**config.mk**
```make
export PLATFORM = sky130hd
export DESIGN_NAME = resample_scheduler_flat
export DESIGN_NICKNAME = d
export VERILOG_FILES = /design/src/rtl/resamp_pkg.sv /design/src/rtl/resample_scheduler_if.sv /design/src/rtl/rr_arbiter.sv /design/src/rtl/resample_scheduler.sv /design/src/flat_wrapper.sv
export SDC_FILE = /design/constraint.sdc
export NUM_CORES = 1
export LEC_CHECK = 0
export ABC_CLOCK_PERIOD_IN_PS = 15400
export CAP_MARGIN = 40
export CORE_ASPECT_RATIO = 0.5
export CORE_MARGIN = 2
export CORE_UTILIZATION = 55
export DETAILED_ROUTE_END_ITERATION = 8
export PLACE_DENSITY = 0.81
export SYNTH_ARGS = -nofsm -noshare
export SYNTH_HDL_FRONTEND = slang
export SYNTH_SLANG_ARGS = --single-unit
export TNS_END_PERCENT = 10
```
**constraint.sdc**
```tcl
create_clock -name clk -period 15.4 [get_ports clk]
set_input_delay 3.08 -clock clk [delete_from_list [all_inputs] [get_ports clk]]
set_output_delay 3.08 -clock clk [all_outputs]
set_load 0.02 [all_outputs]
```
**src/rtl/resamp_pkg.sv**
```systemverilog
// resamp_pkg: shared constants, types and FSM encoding for the 16-stream
// polyphase L/M resampler (L=160, M=147). The filter datapath uses the same
// package.
// Contents: ratio constants, stream/phase types, scheduler state encoding,
// and phase_step(), which advances one coefficient phase by M modulo L.
package resamp_pkg;

  localparam int L              = 160;
  localparam int M              = 147;
  localparam int L_LOG          = 8;
  localparam int NR_STREAMS     = 16;
  localparam int NR_STREAMS_LOG = 4;

  typedef logic [L_LOG-1:0]          phase_t;
  typedef logic [NR_STREAMS_LOG-1:0] stream_t;

  // Scheduler FSM encoding; plain constants so legacy tools can share it.
  localparam logic [1:0] ST_IDLE   = 2'd0;
  localparam logic [1:0] ST_SELECT = 2'd1;
  localparam logic [1:0] ST_ISSUE  = 2'd2;
  localparam logic [1:0] ST_WAIT   = 2'd3;

  typedef struct packed {
    phase_t phase;  // phase for the next output sample
    logic   wrap;   // phase passed L: next output needs a new input sample
  } step_t;

  // The sum needs one bit more than a phase, because phase + M can reach
  // L-1 + M, which is above 2**L_LOG - 1.
  function automatic step_t phase_step(phase_t p);
    logic [L_LOG:0] sum;
    step_t          r;
    sum     = {1'b0, p} + (L_LOG+1)'(M);
    r.wrap  = (sum >= (L_LOG+1)'(L));
    r.phase = r.wrap ? L_LOG'(sum - (L_LOG+1)'(L)) : L_LOG'(sum);
    return r;
  endfunction

endpackage

```
**src/rtl/resample_scheduler_if.sv**
```systemverilog
// resample_scheduler_if: command channel between the resample scheduler and
// the filter MAC datapath.
//   cmd_valid/cmd_ready : command handshake (scheduler -> datapath)
//   cmd_stream          : stream id of the command
//   cmd_phase           : coefficient phase p (taps p, p+L, p+2L, p+3L)
//   cmd_shift           : shift in one new input sample before the MAC
//   done                : one-cycle pulse from the datapath, command finished
// Modports: master = scheduler side, slave = datapath side.
interface resample_scheduler_if;
  import resamp_pkg::*;

  logic    cmd_valid;
  logic    cmd_ready;
  stream_t cmd_stream;
  phase_t  cmd_phase;
  logic    cmd_shift;
  logic    done;

  modport master (
    output cmd_valid, cmd_stream, cmd_phase, cmd_shift,
    input  cmd_ready, done
  );

  modport slave (
    input  cmd_valid, cmd_stream, cmd_phase, cmd_shift,
    output cmd_ready, done
  );

endinterface

```
**src/rtl/rr_arbiter.sv**
```systemverilog
// rr_arbiter: combinational round-robin search. Returns the first set bit of
// mask strictly after last, wrapping from NR_STREAMS-1 to 0; last itself is
// the final candidate.
//   mask  : active-stream bitmap
//   last  : stream served most recently
//   found : at least one mask bit set
//   pick  : selected stream id (0 when nothing found)
module rr_arbiter
  import resamp_pkg::*;
(
  input  logic [NR_STREAMS-1:0] mask,
  input  stream_t               last,
  output logic                  found,
  output stream_t               pick
);

  stream_t cand;

  // Walk from the farthest candidate to the nearest so that the nearest set
  // bit after last is the one left standing.
  // NOTE: every always_comb output gets a default first; otherwise a path
  // that skips the assignment turns the signal into a latch.
  always_comb begin
    found = 1'b0;
    pick  = '0;
    cand  = '0;
    for (int i = NR_STREAMS; i >= 1; i--) begin
      cand = stream_t'((int'(last) + i) % NR_STREAMS);
      if (mask[cand]) begin
        found = 1'b1;
        pick  = cand;
      end
    end
  end

endmodule

```
**src/rtl/resample_scheduler.sv**
```systemverilog
// resample_scheduler: walks the active streams round-robin, computes the
// polyphase coefficient phase for each output sample, decides whether the
// stream must shift in a new input sample first, and issues one command at a
// time to the filter datapath, waiting for its done pulse.
//   clk         : clock, rising edge
//   rst         : asynchronous reset, active low
//   en          : run enable (never aborts a command in flight)
//   stream_mask : bit s = 1 marks stream s active; sampled in SELECT only
//   cmd_bus     : command channel (master side of resample_scheduler_if)
//   busy        : high in every state except IDLE
//   err         : sticky watchdog error
// Optional feature: define RESAMP_SCHED_WATCHDOG_EN to add a WAIT watchdog
// (parameter WD_CYCLES). Without it err is tied low and WAIT waits forever.
module resample_scheduler
  import resamp_pkg::*;
#(
  parameter int WD_CYCLES = 1024
)
(
  input  logic                  clk,
  input  logic                  rst,
  input  logic                  en,
  input  logic [NR_STREAMS-1:0] stream_mask,
  resample_scheduler_if.master  cmd_bus,
  output logic                  busy,
  output logic                  err
);

  logic [1:0]            state, state_next;
  stream_t               last_stream;
  phase_t                phase [NR_STREAMS];
  logic [NR_STREAMS-1:0] pend_shift;
  logic                  found;
  stream_t               pick;
  logic                  accept;
  logic                  finish;
  step_t                 step;

  rr_arbiter u_arb (
    .mask  (stream_mask),
    .last  (last_stream),
    .found (found),
    .pick  (pick)
  );

  assign accept = (state == ST_ISSUE) && cmd_bus.cmd_valid && cmd_bus.cmd_ready;
  // cmd_stream is the stream of the outstanding command while in ISSUE.
  assign step   = phase_step(phase[cmd_bus.cmd_stream]);

`ifdef RESAMP_SCHED_WATCHDOG_EN
  localparam int WD_W = $clog2(WD_CYCLES + 1);

  logic [WD_W-1:0] wd_cnt;
  logic            timeout;

  // A done that arrives on the last allowed cycle still counts as done.
  assign timeout = (state == ST_WAIT) && !cmd_bus.done &&
                   (wd_cnt == WD_W'(WD_CYCLES - 1));
  assign finish  = cmd_bus.done || timeout;

  always_ff @(posedge clk or negedge rst) begin
    if (!rst) begin
      wd_cnt <= '0;
      err    <= 1'b0;
    end else begin
      wd_cnt <= (state == ST_WAIT && !finish) ? wd_cnt + 1'b1 : '0;
      if (timeout) err <= 1'b1;
    end
  end
`else
  assign finish = cmd_bus.done;
  assign err    = 1'b0;
`endif

  always_comb begin
    state_next = state;
    case (state)
      ST_IDLE:   if (en) state_next = ST_SELECT;
      ST_SELECT: state_next = found ? ST_ISSUE : ST_IDLE;
      ST_ISSUE:  if (accept) state_next = ST_WAIT;
      ST_WAIT:   if (finish) state_next = en ? ST_SELECT : ST_IDLE;
      default:   state_next = ST_IDLE;
    endcase
  end

  // Outputs are loaded from state_next so every output is a flop with no
  // combinational path from an input.
  // NOTE: state flops use non-blocking assignments so every flop samples
  // pre-edge values regardless of statement order.
  always_ff @(posedge clk or negedge rst) begin
    if (!rst) begin
      state              <= ST_IDLE;
      last_stream        <= stream_t'(NR_STREAMS - 1);
      // NOTE: the phase table is reset because the first output of every
      // stream must start at phase 0; this keeps it in flops, not a RAM.
      for (int s = 0; s < NR_STREAMS; s++) phase[s] <= '0;
      pend_shift         <= '1;
      cmd_bus.cmd_valid  <= 1'b0;
      cmd_bus.cmd_stream <= '0;
      cmd_bus.cmd_phase  <= '0;
      cmd_bus.cmd_shift  <= 1'b0;
      busy               <= 1'b0;
    end else begin
      state <= state_next;
      busy  <= (state_next != ST_IDLE);

      if (state == ST_SELECT && found) begin
        cmd_bus.cmd_valid  <= 1'b1;
        cmd_bus.cmd_stream <= pick;
        cmd_bus.cmd_phase  <= phase[pick];
        cmd_bus.cmd_shift  <= pend_shift[pick];
      end

      if (accept) begin
        cmd_bus.cmd_valid              <= 1'b0;
        phase[cmd_bus.cmd_stream]      <= step.phase;
        pend_shift[cmd_bus.cmd_stream] <= step.wrap;
        last_stream                    <= cmd_bus.cmd_stream;
      end
    end
  end

endmodule

```
**src/flat_wrapper.sv**
```systemverilog
// flat-port wrapper written by rule: the top's interface ports become plain ports
module resample_scheduler_flat import resamp_pkg::*;
#(
  parameter int WD_CYCLES = 1024
)
  (clk, rst, en, stream_mask, busy, err, cmd_bus_cmd_valid, cmd_bus_cmd_stream, cmd_bus_cmd_phase, cmd_bus_cmd_shift, cmd_bus_cmd_ready, cmd_bus_done);
  resample_scheduler_if cmd_bus_i ();
  input  logic clk;
  input  logic rst;
  input  logic en;
  input  logic [NR_STREAMS-1:0] stream_mask;
  output logic busy;
  output logic err;
  output wire logic [$bits(cmd_bus_i.cmd_valid)-1:0] cmd_bus_cmd_valid;
  output wire logic [$bits(cmd_bus_i.cmd_stream)-1:0] cmd_bus_cmd_stream;
  output wire logic [$bits(cmd_bus_i.cmd_phase)-1:0] cmd_bus_cmd_phase;
  output wire logic [$bits(cmd_bus_i.cmd_shift)-1:0] cmd_bus_cmd_shift;
  input wire logic [$bits(cmd_bus_i.cmd_ready)-1:0] cmd_bus_cmd_ready;
  input wire logic [$bits(cmd_bus_i.done)-1:0] cmd_bus_done;
  assign cmd_bus_cmd_valid = cmd_bus_i.cmd_valid;
  assign cmd_bus_cmd_stream = cmd_bus_i.cmd_stream;
  assign cmd_bus_cmd_phase = cmd_bus_i.cmd_phase;
  assign cmd_bus_cmd_shift = cmd_bus_i.cmd_shift;
  assign cmd_bus_i.cmd_ready = cmd_bus_cmd_ready;
  assign cmd_bus_i.done = cmd_bus_done;
  resample_scheduler #(.WD_CYCLES(WD_CYCLES)) u_core (.clk(clk), .rst(rst), .en(en), .stream_mask(stream_mask), .cmd_bus(cmd_bus_i), .busy(busy), .err(err));
endmodule
```
# Word-level counts from Yosys, hierarchy flattened
# Cells that the tools add are included.
dict set report classes {
  magnitude_cmp 23
  mux 87
  bitwise 2
  n_eq_ne 3
  n_reduce_logical 8
  addsub 18
}
# operator n
set ops {}
lappend ops {{bitwise mux 128 bit} 1}
lappend ops {{less-than comparator 4 x 5 -> 1 bit, second input constant} 18}
lappend ops {{binary-select mux 1 bit (select 4 bit)} 17}
lappend ops {{binary-select mux 8 bit (select 4 bit)} 2}
lappend ops {{two-way mux 4 bit} 16}
lappend ops {{two-way mux 8 bit} 6}
lappend ops {{two-way mux 1 bit} 37}
lappend ops {{adder 4 bit, second input constant} 8}
lappend ops {{demux 8 bit (select 4 bit)} 1}
lappend ops {{adder 4 x 3 -> 4 bit, second input constant} 4}
lappend ops {{bitwise mux 16 bit} 1}
lappend ops {{>= comparator 5 bit, second input constant} 2}
lappend ops {{NOT 4 -> 5 bit} 2}
lappend ops {{adder 8 x 8 -> 9 bit, second input constant} 1}
lappend ops {{>= comparator 9 x 8 -> 1 bit, second input constant} 1}
lappend ops {{adder 4 x 1 -> 4 bit, second input constant} 2}
lappend ops {{adder 4 x 2 -> 4 bit, second input constant} 2}
lappend ops {{two-way mux 2 bit} 4}
lappend ops {{case mux 2 bit (4 select lines)} 1}
lappend ops {{subtractor 8 bit, second input constant} 1}
lappend ops {{logical AND 1 bit} 5}
lappend ops {{less-than comparator 5 x 1 -> 1 bit, second input constant} 1}
lappend ops {{demux 1 bit (select 4 bit)} 1}
lappend ops {{== test 2 bit, second input constant} 2}
lappend ops {{4 further kinds} 5}
dict set report totals {
  in_bits 21
  elab_cells 165
  out_inout_bits 16
  regBits 165
}

# Depth between registers and ports, before layout
dict set report logic_depth {
  depth_word 23
  mapped_depth 22
}

# Modules after synthesis
# A second synthesis with hierarchy kept.
dict set report hier_totals {
  hier_cells 1000
  area_unflattened_um2 10752.8
}
# mod area_each_um2 instances cells_each
set modules_own_cells {}
lappend modules_own_cells {resample_scheduler 8713.4 1 754}
lappend modules_own_cells {rr_arbiter 2039.5 1 246}

# Least setup slack after synthesis
# OpenSTA, ideal clock, no wires.
dict set report synth_timing {
  path_type {input to register}
  start {in stream_mask[4]}
  end {reg u_core.cmd_bus.cmd_phase[7]}
  t_required_ps 15322
  stages 12
  setup_time_ps 78
  slack_ps 9029
  arrival_time_ps 6293
  cell_sequence {mux2_1 > mux4_2 > mux2i_1 > mux2_2 > a32o_1 > a221oi_2 > o21ai_1 > buf_4 > buf_6 > mux2i_1 > a221o_1 > a21oi_1}
}
dict set report synth_between {
  elab_chain_cells 22
  word_cells_on_any_way 69
  classes_between {67 x mux; 1 x bitwise; 1 x reduce/logical}
}
# item line
set synth_rtl {}
lappend synth_rtl {{from (decl)} flat_wrapper.sv:11} ;# input logic [NR_STREAMS-1:0] stream_mask;
lappend synth_rtl {{binary-select mux 1 bit (select 4 bit)} rr_arbiter.sv:29} ;# if (mask[cand]) begin
lappend synth_rtl {{two-way mux 1 bit (not written as such)} rr_arbiter.sv:29}
lappend synth_rtl {{two-way mux 4 bit (16 in series)} rr_arbiter.sv:29}
lappend synth_rtl {{NOT 4 -> 5 bit (not written as such)} resample_scheduler.sv:110} ;# cmd_bus.cmd_phase <= phase[pick];
lappend synth_rtl {{binary-select mux 8 bit (select 4 bit)} resample_scheduler.sv:110}
lappend synth_rtl {{two-way mux 8 bit (not written as such) (2 in series)} resample_scheduler.sv:110}
lappend synth_rtl {{to (signal assigned)} resample_scheduler.sv:110}
lappend synth_rtl {{to (decl)} resample_scheduler_if.sv:20} ;# output cmd_valid, cmd_stream, cmd_phase, cmd_shift,
# Several ways; a longest one is shown, not always the timed one. The select of a mux whose other input is x is not followed.
# A chain may end at the register's enable or synchronous reset.

# Worst setup path after layout
dict set report layout_timing {
  start {in stream_mask[8]}
  end {reg u_core.cmd_bus.cmd_shift}
}
dict set report layout_between {
  elab_chain_cells 20
  word_cells_on_any_way 67
  classes_between {66 x mux; 1 x reduce/logical}
}
# item line
set layout_rtl {}
lappend layout_rtl {{binary-select mux 1 bit (select 4 bit)} rr_arbiter.sv:29}
lappend layout_rtl {{two-way mux 1 bit (not written as such)} rr_arbiter.sv:29}
lappend layout_rtl {{two-way mux 4 bit (16 in series)} rr_arbiter.sv:29}
lappend layout_rtl {{binary-select mux 1 bit (select 4 bit)} resample_scheduler.sv:111} ;# cmd_bus.cmd_shift <= pend_shift[pick];
lappend layout_rtl {{two-way mux 1 bit (not written as such)} resample_scheduler.sv:111}
lappend layout_rtl {{to (signal assigned)} resample_scheduler.sv:111}
lappend layout_rtl {{to (decl)} resample_scheduler_if.sv:20}
# Several ways; a longest one is shown, not always the timed one. The select of a mux whose other input is x is not followed.

==> report_table.html <==
<table>
<tr><th>Metric</th><th>Value</th></tr>
<tr><th colspan="2">Routing</th></tr>
<tr><td>Routed via count</td><td>11300</td></tr>
<tr><td>First DRT Iteration DRCs</td><td>1701</td></tr>
<tr><td>Final routed DRC violation total</td><td>0</td></tr>
<tr><td>Vias/cell</td><td>between 7 and 8</td></tr>
<tr><td>First-pass detailed-route iteration total</td><td>8</td></tr>
<tr><td>Wirelength per Cell</td><td>around 25 µm</td></tr>
<tr><td>Total wire length</td><td>38.6 mm</td></tr>
<tr><td>Antenna-violating nets left</td><td>0</td></tr>
<tr><th colspan="2">Floorplanning</th></tr>
<tr><td>Vertical die dimension</td><td>111 µm</td></tr>
<tr><td>Number of rows created at floorplan</td><td>38</td></tr>
<tr><td>Horizontal die dimension</td><td>217 µm</td></tr>
<tr><td>Die Footprint</td><td>~0.024 mm²</td></tr>
<tr><td>Starting density of the core</td><td>56.8%</td></tr>
<tr><td>I/O pin count</td><td>37</td></tr>
<tr><td>Core region area</td><td>0.0220 mm²</td></tr>
<tr><th colspan="2">CTS</th></tr>
<tr><td>Clock transition time at the flip-flop clock pins of the worst setup and hold paths</td><td>70 ps</td></tr>
<tr><td>Total of cells resized after clock tree synthesis</td><td>0</td></tr>
<tr><td>Clock insertion delay at the later pin of the skew report</td><td>450 ps</td></tr>
<tr><td># hold bufs at CTS</td><td>0</td></tr>
<tr><td>Setup bufs post-CTS</td><td>0</td></tr>
<tr><td>CTS sink count</td><td>between 150 and 200</td></tr>
<tr><td>CTS buffer count</td><td>17</td></tr>
<tr><td>Max Buffers Root-to-Sink</td><td>2</td></tr>
<tr><td>CTS root buf</td><td>clkbuf_16</td></tr>
<tr><td>CTS H-tree depth</td><td>4</td></tr>
<tr><td>Clock tree from TritonCTS</td><td>yes</td></tr>
<tr><th colspan="2">Global route</th></tr>
<tr><td>First-pass GRT wire length</td><td>61.6 mm</td></tr>
<tr><td>Largest net degree at the start of global routing</td><td>84</td></tr>
<tr><td>All-Layer GR Usage</td><td>roughly a third</td></tr>
<tr><td>Final global-route overflow total</td><td>0</td></tr>
<tr><td>Vias in the first global route</td><td>11000</td></tr>
<tr><td>Number of antenna violations at the first check in global routing</td><td>0</td></tr>
<tr><th colspan="2">Worst setup path</th></tr>
<tr><td>CP most frequent cell</td><td>mux2i_1</td></tr>
<tr><td>CP Max Fanout</td><td>37</td></tr>
<tr><td>Slowest Stage Delay on Critical Path</td><td>750 ps</td></tr>
<tr><td>Data required, critical path</td><td>15710 ps</td></tr>
<tr><td>CP max-delay cell</td><td>nor2_1</td></tr>
<tr><td>Setup crit end kind</td><td>flip-flop</td></tr>
<tr><td>Critical path launch point type</td><td>input port</td></tr>
<tr><td>Critical Path, Cell by Cell</td><td>clkdlybuf4s50_1 &gt; mux2i_1 &gt; mux4_2 &gt; mux2i_1 &gt; nand2b_1 &gt; a221o_1 &gt; buf_4 &gt; nand2_1 &gt; nor2_1 &gt; a32oi_1 &gt; o32ai_1 &gt; a21oi_1</td></tr>
<tr><td>Buffer and inverter count on the worst path</td><td>2</td></tr>
<tr><td>Critical Path AT</td><td>a little under 8000 ps</td></tr>
<tr><td>Critical path class</td><td>in -&gt; reg</td></tr>
<tr><td>Cell family contributing the most delay on the critical path</td><td>multiplexers</td></tr>
<tr><th colspan="2">Timing</th></tr>
<tr><td>Maximum achievable frequency</td><td>131 MHz</td></tr>
<tr><td>Setup-violating endpoint count in the final report</td><td>0</td></tr>
<tr><td>Setup TNS</td><td>0 ps</td></tr>
<tr><td>Hold violation count in the final report</td><td>0</td></tr>
<tr><td>Final Critical Period</td><td>7620 ps</td></tr>
<tr><td>Skew final</td><td>~11 ps</td></tr>
<tr><td>Relative slew margins</td><td>36.3%</td></tr>
<tr><td>Fin crit share</td><td>49.5%</td></tr>
<tr><td>Actual slew at the worst max-slew pin</td><td>952 ps</td></tr>
<tr><td>Final max-slew violation count</td><td>0</td></tr>
<tr><td>RSZ-0062 raised after global routing</td><td>false</td></tr>
<tr><td>Final Worst Setup Slack</td><td>7780 ps</td></tr>
<tr><th colspan="2">Synthesis</th></tr>
<tr><td>Mean instance size in the synthesized netlist</td><td>9.92 µm²</td></tr>
<tr><td>Proportion of synthesized flip-flops having asynchronous set or reset</td><td>100%</td></tr>
<tr><td>Sequential element share of the synthesized area</td><td>33.2%</td></tr>
<tr><td>Leading register cell type out of synthesis</td><td>dfrtp_1</td></tr>
<tr><td>Most repeated cell in the gate-level netlist after synthesis</td><td>nand2_1</td></tr>
<tr><td>Number of synthesized flops with an enable pin</td><td>0</td></tr>
<tr><td>Synth cell count leaders</td><td>166 x nand2_1, 146 x o21ai_0, 145 x dfrtp_1, 77 x clkbuf_1, 72 x mux4_2</td></tr>
<tr><td>Post-synth top area share</td><td>29.0%</td></tr>
<tr><td>Cells after Synth</td><td>1262</td></tr>
<tr><td>Synthesis warning total</td><td>0</td></tr>
<tr><td>Netlist cell types</td><td>82</td></tr>
<tr><td>Top cells by area, synth</td><td>dfrtp_1 29%, mux4_2 13%, o21ai_0 5.8%, mux2i_1 5.0%, mux2_2 5.0%</td></tr>
<tr><td>Post-synthesis instance area</td><td>0.0125 mm²</td></tr>
<tr><td>FF+latch count, synth</td><td>165</td></tr>
<tr><td>Syn Nets</td><td>1293</td></tr>
<tr><td>Cell accounting for the most synthesized area</td><td>dfrtp_1</td></tr>
<tr><th colspan="2">Final layout</th></tr>
<tr><td>Synthesis-to-finish area growth</td><td>8.52%</td></tr>
<tr><td>Antenna fix cells</td><td>0</td></tr>
<tr><td>Final Net Count</td><td>1258</td></tr>
<tr><td>Non-filler instance count after layout</td><td>1540</td></tr>
<tr><td>Share of layout cells above drive strength 1</td><td>around a fifth</td></tr>
<tr><th colspan="2">Placed design</th></tr>
<tr><td>Post-DP HPWL</td><td>between 20 and 30 mm</td></tr>
<tr><td>GP Congestion</td><td>around 1</td></tr>
<tr><td>Cell count after placement</td><td>1508</td></tr>
<tr><td>Buffers added on ports</td><td>35</td></tr>
<tr><td>Placement Setup Slack</td><td>7510 ps</td></tr>
<tr><th colspan="2">Flow run</th></tr>
<tr><td>Number of max-cap violations</td><td>0</td></tr>
<tr><th colspan="2">Status</th></tr>
<tr><td>Run status</td><td>complete, no violations</td></tr>
<tr><th colspan="2">Min path</th></tr>
<tr><td>Hold crit path type</td><td>reg -&gt; reg</td></tr>
</table>
placed cells by master (no fill, tap or decap), drive strengths merged, types with 29 or more instances in the layout:
cell	synthesis	final
buf	40	29
o21ai	150	150
mux4	74	74
dfrtp	145	145
mux2i	63	63
o211a	32	32
clkdlybuf4s50	0	34
or4b	32	32
mux2	62	62
nand3	46	46
nand2	167	167
area by class of cell:
cell class	instances	area (µm²)
fill	1728	8430
multi-input combinational	955	7770
sequential	165	4160
timing repair buffer	63	593
clock buffer	18	439
tap	300	375
clock inverter	14	151
inverter	25	93.8
state kept, by name, indices dropped and copies added, names as in the netlist:
signal                     flops
u_core.state                   2
u_core.cmd_bus.cmd_phase       8
u_core.busy                    1
u_core.phase                 128
u_core.cmd_bus.cmd_shift       1
u_core.cmd_bus.cmd_valid       1
u_core.cmd_bus.cmd_stream      4
u_core.pend_shift             16
u_core.last_stream             4
tightest hold or removal path, cell delays in order (launching register included):
cell     delay, ps
dfstp_2        370
nand2_1         40
o21ai_0         70
final timing paths:
| check | start | end | slack (ps) | depth (start not counted) |
|---|---|---|---|---|
| max reg2reg | u_core.last_stream[1] | u_core.cmd_bus.cmd_shift | 9000 | 14 |
| min | u_core.pend_shift[1] | u_core.pend_shift[1] | 490 | 2 |
| max | stream_mask[8] | u_core.cmd_bus.cmd_shift | 7780 | 12 |
| min reg2reg | u_core.pend_shift[1] | u_core.pend_shift[1] | 490 | 2 |
| min in group asynchronous | rst | u_core.phase[16] | 2660 | 1 |
| max in group asynchronous | rst | u_core.pend_shift[6] | 11470 | 3 |
layer usage:
metal,share of wire (%),global-route usage [%],vias up
li1,-,-,4799
met1,39,42.7,5532
met2,47,51.2,802
met3,10,6.75,165
met4,4.7,17.5,0
met5,0,0,-
logic make-up (layout without fill, tap and decap cells):
logic type               count (synthesis)  count (layout)  share of synthesized area [%]
AND/OR/NAND/NOR                        368             368                           15.2
AO/OA/AOI/OAI                          356             356                           20.0
XOR/XNOR                                21              21                           1.47
buffers and inverters                  142             120                           5.13
multiplexers                           199             199                           24.0
adder cells (fa/ha/maj)                 10              10                           1.00
other                                    1               1                         0.0300
flip-flops                             165             165                           33.2
per-stage QoR:
stage / util [%] / hold slack (ps) / area (µm²)
finish: 61.7 / 487 / 13600
global route: 61.7 / 508 / 13600
CTS: 61.7 / 485 / 13600
detailed placement: 59.0 / 476 / 13000
global placement: 58.6 / 470 / 12900
floorplan: - / 460 / 12500
Power is left out: the tool's default activity adds up to more than one toggle a clock period on the data nets, which glitch-free logic cannot reach.
